## config.mk

```make
export PLATFORM = sky130hd
export DESIGN_NAME = spi_ram_master_flat
export DESIGN_NICKNAME = d
export VERILOG_FILES = /design/src/rtl/spi_ram_pkg.sv /design/src/rtl/spi_ram_master_if.sv /design/src/rtl/spi_shift_reg.sv /design/src/rtl/spi_ram_master.sv /design/src/flat_wrapper.sv
export SDC_FILE = /design/constraint.sdc
export NUM_CORES = 1
export LEC_CHECK = 0
export CORE_MARGIN = 10
export CORE_UTILIZATION = 40
export CTS_CLUSTER_DIAMETER = 50
export CTS_CLUSTER_SIZE = 12
export DETAILED_ROUTE_END_ITERATION = 8
export GPL_TIMING_DRIVEN = 1
export HOLD_SLACK_MARGIN = 0.03
export RECOVER_POWER = 25
export SYNTH_ARGS = -nofsm -noshare
export SYNTH_HDL_FRONTEND = slang
export SYNTH_SLANG_ARGS = --single-unit
```

## constraint.sdc

```tcl
create_clock -name clk -period 5.18 [get_ports clk]
set_clock_uncertainty 0.15 [all_clocks]
set_input_delay 1.036 -clock clk [delete_from_list [all_inputs] [get_ports clk]]
set_output_delay 1.036 -clock clk [all_outputs]
set_load 0.02 [all_outputs]
```

## src/rtl/spi_ram_pkg.sv

```systemverilog
// Shared definitions for the SPI RAM master, slave and RAM: op encodings,
// master FSM states and the frame-length helper.
package spi_ram_pkg;

    // Command opcodes. The slave and RAM decode the same values.
    typedef enum logic [1:0] {
        WR_ADDR = 2'b00,
        WR_DATA = 2'b01,
        RD_ADDR = 2'b10,
        RD_DATA = 2'b11
    } spi_op_t;

    // Master FSM states.
    typedef enum logic [2:0] {
        IDLE,
        START,
        SEND,
        TURN,
        RECV,
        GAP
    } state_t;

    // Frame body length in bits: two op bits followed by the payload.
    function automatic int frame_len(input int addr_size);
        return addr_size + 2;
    endfunction

endpackage

```

## src/rtl/spi_ram_master_if.sv

```systemverilog
// Command / read-return bundle between an upstream requester and the SPI RAM master.
//
// Handshake: a command transfers on a rising clk edge where cmd_valid && cmd_ready.
// The requester holds cmd_valid, cmd_op and cmd_payload stable until that edge.
// cmd_ready is high only while the master is idle. rd_valid is a one-cycle strobe
// with no back-pressure; rd_data holds its value until the next strobe.
interface spi_ram_master_if #(
    parameter int ADDR_SIZE = 8
);
    logic                 cmd_valid;
    logic                 cmd_ready;
    logic [1:0]           cmd_op;
    logic [ADDR_SIZE-1:0] cmd_payload;
    logic [ADDR_SIZE-1:0] rd_data;
    logic                 rd_valid;
    logic                 busy;

    // Requester side.
    modport master (
        output cmd_valid, cmd_op, cmd_payload,
        input  cmd_ready, rd_data, rd_valid, busy
    );

    // SPI master side.
    modport slave (
        input  cmd_valid, cmd_op, cmd_payload,
        output cmd_ready, rd_data, rd_valid, busy
    );
endinterface

```

## src/rtl/spi_shift_reg.sv

```systemverilog
// Parameterised shift register used both as PISO (frame transmit) and SIPO
// (read-data receive). Load has priority over shift; shifting moves towards the MSB.
module spi_shift_reg #(
    parameter int WIDTH = 8
) (
    input  logic             clk,
    input  logic             rst_n,
    input  logic             load,
    input  logic [WIDTH-1:0] load_data,
    input  logic             shift_en,
    input  logic             serial_in,
    output logic [WIDTH-1:0] q
);

    // Parallel load or one-bit left shift with serial_in entering at the LSB.
    always_ff @(posedge clk or negedge rst_n) begin
        if (!rst_n) begin
            q <= '0;
        end else if (load) begin
            q <= load_data;
        end else if (shift_en) begin
            q <= {q[WIDTH-2:0], serial_in};
        end
    end

endmodule

```

## src/rtl/spi_ram_master.sv

```systemverilog
// SPI RAM master: turns one accepted command into one SS_n-framed MOSI frame
// and, for RD_DATA, captures the returned byte from MISO.
module spi_ram_master
    import spi_ram_pkg::*;
#(
    parameter int ADDR_SIZE     = 8,
    parameter int RD_TURNAROUND = 2,
    parameter int IDLE_GAP      = 1
) (
    input  logic                clk,
    input  logic                rst_n,
    spi_ram_master_if.slave     bus,
    output logic                SS_n,
    output logic                MOSI,
    input  logic                MISO,
    output state_t              fsm_state
);

    localparam int FRAME = frame_len(ADDR_SIZE);
    localparam int BW    = $clog2(FRAME);
    localparam int TW    = (RD_TURNAROUND > 1) ? $clog2(RD_TURNAROUND) : 1;
    localparam int GW    = (IDLE_GAP > 1) ? $clog2(IDLE_GAP) : 1;

    state_t               state_q, state_d;
    spi_op_t              op_q, op_d;
    logic [BW-1:0]        bit_cnt_q, bit_cnt_d;
    logic [TW-1:0]        turn_cnt_q, turn_cnt_d;
    logic [GW-1:0]        gap_cnt_q, gap_cnt_d;
    logic                 ss_n_q, ss_n_d;
    logic                 mosi_q, mosi_d;
    logic                 cmd_ready_q, cmd_ready_d;
    logic                 busy_q, busy_d;
    logic                 rd_valid_q, rd_valid_d;
    logic [ADDR_SIZE-1:0] rd_data_q, rd_data_d;

    logic                 accept;
    logic                 tx_load, tx_shift, rx_shift;
    logic [FRAME-1:0]     tx_q;
    logic [ADDR_SIZE-1:0] rx_q;

    assign accept = bus.cmd_valid && cmd_ready_q;

    spi_shift_reg #(.WIDTH(FRAME)) u_tx (
        .clk       (clk),
        .rst_n     (rst_n),
        .load      (tx_load),
        .load_data ({bus.cmd_op, bus.cmd_payload}),
        .shift_en  (tx_shift),
        .serial_in (1'b0),
        .q         (tx_q)
    );

    spi_shift_reg #(.WIDTH(ADDR_SIZE)) u_rx (
        .clk       (clk),
        .rst_n     (rst_n),
        .load      (1'b0),
        .load_data ('0),
        .shift_en  (rx_shift),
        .serial_in (MISO),
        .q         (rx_q)
    );

    // Only the transmit MSB drives MOSI, and the receive MSB is superseded by
    // the bypassed shift on the final sample; the rest is intentionally unused.
    logic unused_bits;
    assign unused_bits = ^{tx_q[FRAME-2:0], rx_q[ADDR_SIZE-1]};

    // State register.
    always_ff @(posedge clk or negedge rst_n) begin
        if (!rst_n) begin
            state_q <= IDLE;
        end else begin
            state_q <= state_d;
        end
    end

    // Next-state logic: each timed state leaves when its counter reaches zero.
    always_comb begin
        state_d = state_q;
        unique case (state_q)
            IDLE:    if (accept) state_d = START;
            START:   state_d = SEND;
            SEND:    if (bit_cnt_q == '0) state_d = (op_q == RD_DATA) ? TURN : GAP;
            TURN:    if (turn_cnt_q == '0) state_d = RECV;
            RECV:    if (bit_cnt_q == '0) state_d = GAP;
            GAP:     if (gap_cnt_q == '0) state_d = IDLE;
            default: state_d = IDLE;
        endcase
    end

    // Output / datapath logic: next values of every registered output and counter.
    always_comb begin
        op_d       = op_q;
        bit_cnt_d  = bit_cnt_q;
        turn_cnt_d = turn_cnt_q;
        gap_cnt_d  = gap_cnt_q;
        rd_data_d  = rd_data_q;
        rd_valid_d = 1'b0;
        mosi_d     = 1'b0;
        tx_load    = 1'b0;
        tx_shift   = 1'b0;
        rx_shift   = 1'b0;
        unique case (state_q)
            IDLE: begin
                if (accept) begin
                    // The select bit leads the frame while the register loads.
                    op_d      = spi_op_t'(bus.cmd_op);
                    bit_cnt_d = BW'(FRAME - 1);
                    tx_load   = 1'b1;
                    mosi_d    = bus.cmd_op[1];
                end
            end
            START: begin
                mosi_d   = tx_q[FRAME-1];
                tx_shift = 1'b1;
            end
            SEND: begin
                if (bit_cnt_q != '0) begin
                    mosi_d    = tx_q[FRAME-1];
                    tx_shift  = 1'b1;
                    bit_cnt_d = bit_cnt_q - 1'b1;
                end else if (op_q == RD_DATA) begin
                    turn_cnt_d = TW'(RD_TURNAROUND - 1);
                end else begin
                    gap_cnt_d = GW'(IDLE_GAP - 1);
                end
            end
            TURN: begin
                if (turn_cnt_q != '0) begin
                    turn_cnt_d = turn_cnt_q - 1'b1;
                end else begin
                    bit_cnt_d = BW'(ADDR_SIZE - 1);
                end
            end
            RECV: begin
                rx_shift = 1'b1;
                if (bit_cnt_q != '0) begin
                    bit_cnt_d = bit_cnt_q - 1'b1;
                end else begin
                    // Include the final sample directly so rd_data is complete with the strobe.
                    rd_data_d  = {rx_q[ADDR_SIZE-2:0], MISO};
                    rd_valid_d = 1'b1;
                    gap_cnt_d  = GW'(IDLE_GAP - 1);
                end
            end
            GAP: begin
                if (gap_cnt_q != '0) gap_cnt_d = gap_cnt_q - 1'b1;
            end
            default: ;
        endcase
        ss_n_d      = (state_d == IDLE) || (state_d == GAP);
        cmd_ready_d = (state_d == IDLE);
        busy_d      = (state_d != IDLE);
    end

    // Registered outputs and counters.
    always_ff @(posedge clk or negedge rst_n) begin
        if (!rst_n) begin
            op_q        <= WR_ADDR;
            bit_cnt_q   <= '0;
            turn_cnt_q  <= '0;
            gap_cnt_q   <= '0;
            ss_n_q      <= 1'b1;
            mosi_q      <= 1'b0;
            cmd_ready_q <= 1'b0;
            busy_q      <= 1'b0;
            rd_valid_q  <= 1'b0;
            rd_data_q   <= '0;
        end else begin
            op_q        <= op_d;
            bit_cnt_q   <= bit_cnt_d;
            turn_cnt_q  <= turn_cnt_d;
            gap_cnt_q   <= gap_cnt_d;
            ss_n_q      <= ss_n_d;
            mosi_q      <= mosi_d;
            cmd_ready_q <= cmd_ready_d;
            busy_q      <= busy_d;
            rd_valid_q  <= rd_valid_d;
            rd_data_q   <= rd_data_d;
        end
    end

    assign SS_n          = ss_n_q;
    assign MOSI          = mosi_q;
    assign bus.cmd_ready = cmd_ready_q;
    assign bus.busy      = busy_q;
    assign bus.rd_valid  = rd_valid_q;
    assign bus.rd_data   = rd_data_q;
    assign fsm_state     = state_q;

endmodule

```

## src/flat_wrapper.sv

```systemverilog
// flat-port wrapper written by rule: the top's interface ports become plain ports
module spi_ram_master_flat import spi_ram_pkg::*;
#(
    parameter int ADDR_SIZE     = 8,
    parameter int RD_TURNAROUND = 2,
    parameter int IDLE_GAP      = 1
)
  (clk, rst_n, SS_n, MOSI, MISO, fsm_state, bus_cmd_valid, bus_cmd_op, bus_cmd_payload, bus_cmd_ready, bus_rd_data, bus_rd_valid, bus_busy);
  spi_ram_master_if #(.ADDR_SIZE(ADDR_SIZE)) bus_i ();
  input  logic clk;
  input  logic rst_n;
  output logic SS_n;
  output logic MOSI;
  input  logic MISO;
  output state_t fsm_state;
  input wire logic [$bits(bus_i.cmd_valid)-1:0] bus_cmd_valid;
  input wire logic [$bits(bus_i.cmd_op)-1:0] bus_cmd_op;
  input wire logic [$bits(bus_i.cmd_payload)-1:0] bus_cmd_payload;
  output wire logic [$bits(bus_i.cmd_ready)-1:0] bus_cmd_ready;
  output wire logic [$bits(bus_i.rd_data)-1:0] bus_rd_data;
  output wire logic [$bits(bus_i.rd_valid)-1:0] bus_rd_valid;
  output wire logic [$bits(bus_i.busy)-1:0] bus_busy;
  assign bus_i.cmd_valid = bus_cmd_valid;
  assign bus_i.cmd_op = bus_cmd_op;
  assign bus_i.cmd_payload = bus_cmd_payload;
  assign bus_cmd_ready = bus_i.cmd_ready;
  assign bus_rd_data = bus_i.rd_data;
  assign bus_rd_valid = bus_i.rd_valid;
  assign bus_busy = bus_i.busy;
  spi_ram_master #(.ADDR_SIZE(ADDR_SIZE), .RD_TURNAROUND(RD_TURNAROUND), .IDLE_GAP(IDLE_GAP)) u_core (.clk(clk), .rst_n(rst_n), .bus(bus_i), .SS_n(SS_n), .MOSI(MOSI), .MISO(MISO), .fsm_state(fsm_state));
endmodule
```

==> metrics.csv <==
stage;metric;value;unit
outcome;status;complete, but fails checks;
outcome;failing checks;max-capacitance violations, max-slew violations;
layout;Area growth syn-to-layout;22.0;%
layout;Layout Nets;202;
synthesis;asr flop ratio synth;100;%
clock_tree;clock sink count;40;
timing;Slew @ Worst Pin;2.10;ns
placement;RePlAce Congestion;0.838;
setup_path;Worst EP required;3.99;ns
timing;setup tns final;0;ns
placement;I/O Buffers;29;
timing;RSZ-0062 raised after global routing;false;
timing;Final min period;2.97;ns
route;number of remaining DRC errors;0;
clock_tree;Skew-Pair Late Insertion Delay;0.28;ns
layout;fill count;405;
synthesis;Commonest cells post-synth;dfrtp_1 (39), mux2_2 (15), nand2_1 (15);
grt;vias in the first global route;1372;
setup_path;crit path DAT;1.79;ns
synthesis;#FFs+latches synth;40;
setup_path;Crit path max-delay family;flip-flops;
layout;multi-input combinational cell area;806;sq um
clock_tree;htree depth;2;
synthesis;Mapped Area;1870;sq um
floorplan;Die W;88.3;um
floorplan;chip height;88.3;um
route;DRT Pass-1 Iters;4;
grt;largest net degree at the start of global routing;41;
synthesis;Post-Synthesis Cells;155;
setup_path;Worst Path Buf+Inv;1;
setup_path;CP Capture Type;output pin;
synthesis;synthesized area per cell;12.0;sq um
clock_tree;Clk Tree Root Cell;clkbuf_8;
layout;Diodes inserted;0;
timing;crit share post-route;57.4;%
clock_tree;Setup Buffers After CTS;0;
synthesis;cell taking the most area after synthesis;dfrtp_1;
floorplan;starting density of the core;42.0;%
synthesis;Seq/Total Area, Yosys;53.7;%
timing;Fmax;0.336;GHz
synthesis;Area contributors post-synth;dfrtp_1 (52%), mux2_2 (9.0%), a221o_1 (3.8%);
route;Antenna Nets Post-Route;0;
grt;initial antenna violation count;0;
synthesis;Synth Warn #;0;
layout;Reg area;1000;sq um
floorplan;core area;4440;sq um
grt;first-pass GRT wire length;6800;um
clock_tree;Longest Clk Path Bufs;2;
floorplan;number of placement rows;24;
clock_tree;count of hold-fix buffers inserted at cts;0;
route;DRT Wirelength;3920;um
setup_path;Startpoint Class;flop;
placement;HPWL Detailed;2810;um
synthesis;Post-Syn Nets;171;
route;via count;1335;
synthesis;most frequent cell after synthesis;dfrtp_1;
layout;layout cells sized above 1;17.6;%
floorplan;die area;7800;sq um
setup_path;crit path max fanout;18;
power;Peak VDD IR;0.253;mV
synthesis;Top FF cell, synth;dfrtp_1;
timing;Slew Viols, Final;41;
clock_tree;Resize count post-CTS;0;
clock_tree;CTS tree;yes;
timing;worst rel slew slack;-40.0;%
synthesis;share of the synthesized area in the top cell type;52.3;%
route;average wire per standard cell;16.4;um
route;via/cell ratio;5.59;
synthesis;EDFF count, synth;0;
setup_path;Setup CP Type;reg2out;
clock_tree;Reg clk slew, reported paths;0.07;ns
worst_hold_path;hold crit path type;reg2reg;
setup_path;crit path max-delay cell type;dfrtp_1;
power;Power Density;559;nW/um^2
synthesis;Distinct cells, synth;44;
grt;total grt overflow;0;
power;Leak;0.00107;uW
grt;GRT Overall Usage;10.9;%
floorplan;IO Count;30;
job;# Max-Cap Violations;1;
layout;Core Util, Final;51.2;%
setup_path;critical-path cell list;clkdlybuf4s50_1;
timing;Final Hold Vio Count;0;
setup_path;Critical Path Max Stage Delay;0.77;ns
route;initial DRC count;121;
timing;setup violators final;0;
clock_tree;cts bufs inserted;5;
==> metal layers <==
layer | GRT usage (%) | up-vias | wire [um]
met1 | 12.9 | 679 | 1680
met3 | 4.41 | 2 | 246
met4 | 3.52 | 0 | 29
met5 | 0 | - | 0
li1 | - | 629 | -
met2 | 17.9 | 25 | 1960
==> cell families (layout without fill, tap and decap cells) <==
group                    count (synthesis)  in the layout  synth area share (%)
AO/OA/AOI/OAI                           36             36                  16.3
AND/OR/NAND/NOR                         45             45                  14.2
flip-flops                              40             40                  53.7
buffers and inverters                   13             45                  3.15
XOR/XNOR                                 2              2                 0.939
adder cells (fa/ha/maj)                  2              2                  1.34
multiplexers                            17             17                  10.4
==> path summary, 6_finish.rpt <==
check                                    start                     to  slack, ns  cells past startpoint
hold reg to reg               u_core.u_rx.q[6]  u_core.bus.rd_data[7]       0.36                      1
setup reg to reg           u_core.fsm_state[2]    u_core.bit_cnt_q[0]       2.85                      4
max in group asynchronous                rst_n    u_core.fsm_state[0]       2.48                      1
min in group asynchronous                rst_n    u_core.bus.rd_valid       1.21                      1
hold / removal                u_core.u_rx.q[6]  u_core.bus.rd_data[7]       0.36                      1
setup / recovery           u_core.fsm_state[2]           fsm_state[2]       2.21                      1
==> placed cells by master, fill, tap and decap left out, types with 2 or more instances in the layout <==
master	instances
nor3b_1	2
and2_1	2
dfrtp_1	39
nor2_1	3
a31oi_1	2
clkbuf_8	6
nor2b_1	2
or3_1	2
clkdlybuf4s50_1	28
nand3_1	6
o211a_1	7
inv_1	8
o21ai_0	4
clkbuf_1	3
a21oi_1	3
ha_1	2
a211o_1	2
mux2_2	15
o211ai_1	3
nand2b_1	4
a221o_1	7
nand2_1	15
==> area by class of cell <==
class,count,share of cell area (%)
inverters,8,1.32
flip-flops and latches,40,44.0
well taps,52,2.86
multi-input cells,102,35.4
clock buffers,8,3.96
repair buffers,29,12.5
==> power breakdown <==
part           internal (uW)  switching [uW]  total (uW)  leakage (uW)
Clock                    109             100         209     0.0000455
Sequential               421             104         525      0.000516
Combinational            274             264         538      0.000513
Total                    804             468        1270       0.00107
==> sequential cells by signal, indices dropped and copies added, names as in the netlist <==
register / flops
u_core.op_q: 2
u_core.MOSI: 1
u_core.bus.busy: 1
u_core.bit_cnt_q: 4
u_core.fsm_state: 3
u_core.bus.rd_valid: 1
u_core.SS_n: 1
u_core.bus.cmd_ready: 1
u_core.bus.rd_data: 8
u_core.u_rx.q: 7
u_core.turn_cnt_q: 1
u_core.u_tx.q: 10
==> through the flow <==
step	hold WS, ns	instance area, sq um	total power (uW)	std cells	setup slack (ns)
after floorplan	0.315	1870	910	155	3.17
after global placement	0.336	2190	1060	231	2.40
after detailed placement	0.342	2190	1070	231	2.35
after CTS	0.359	2280	1280	239	2.21
after global routing	0.367	2280	1370	239	2.01
final	0.358	2280	1270	239	2.21
Note: power is estimated with default switching activity, not from simulation.
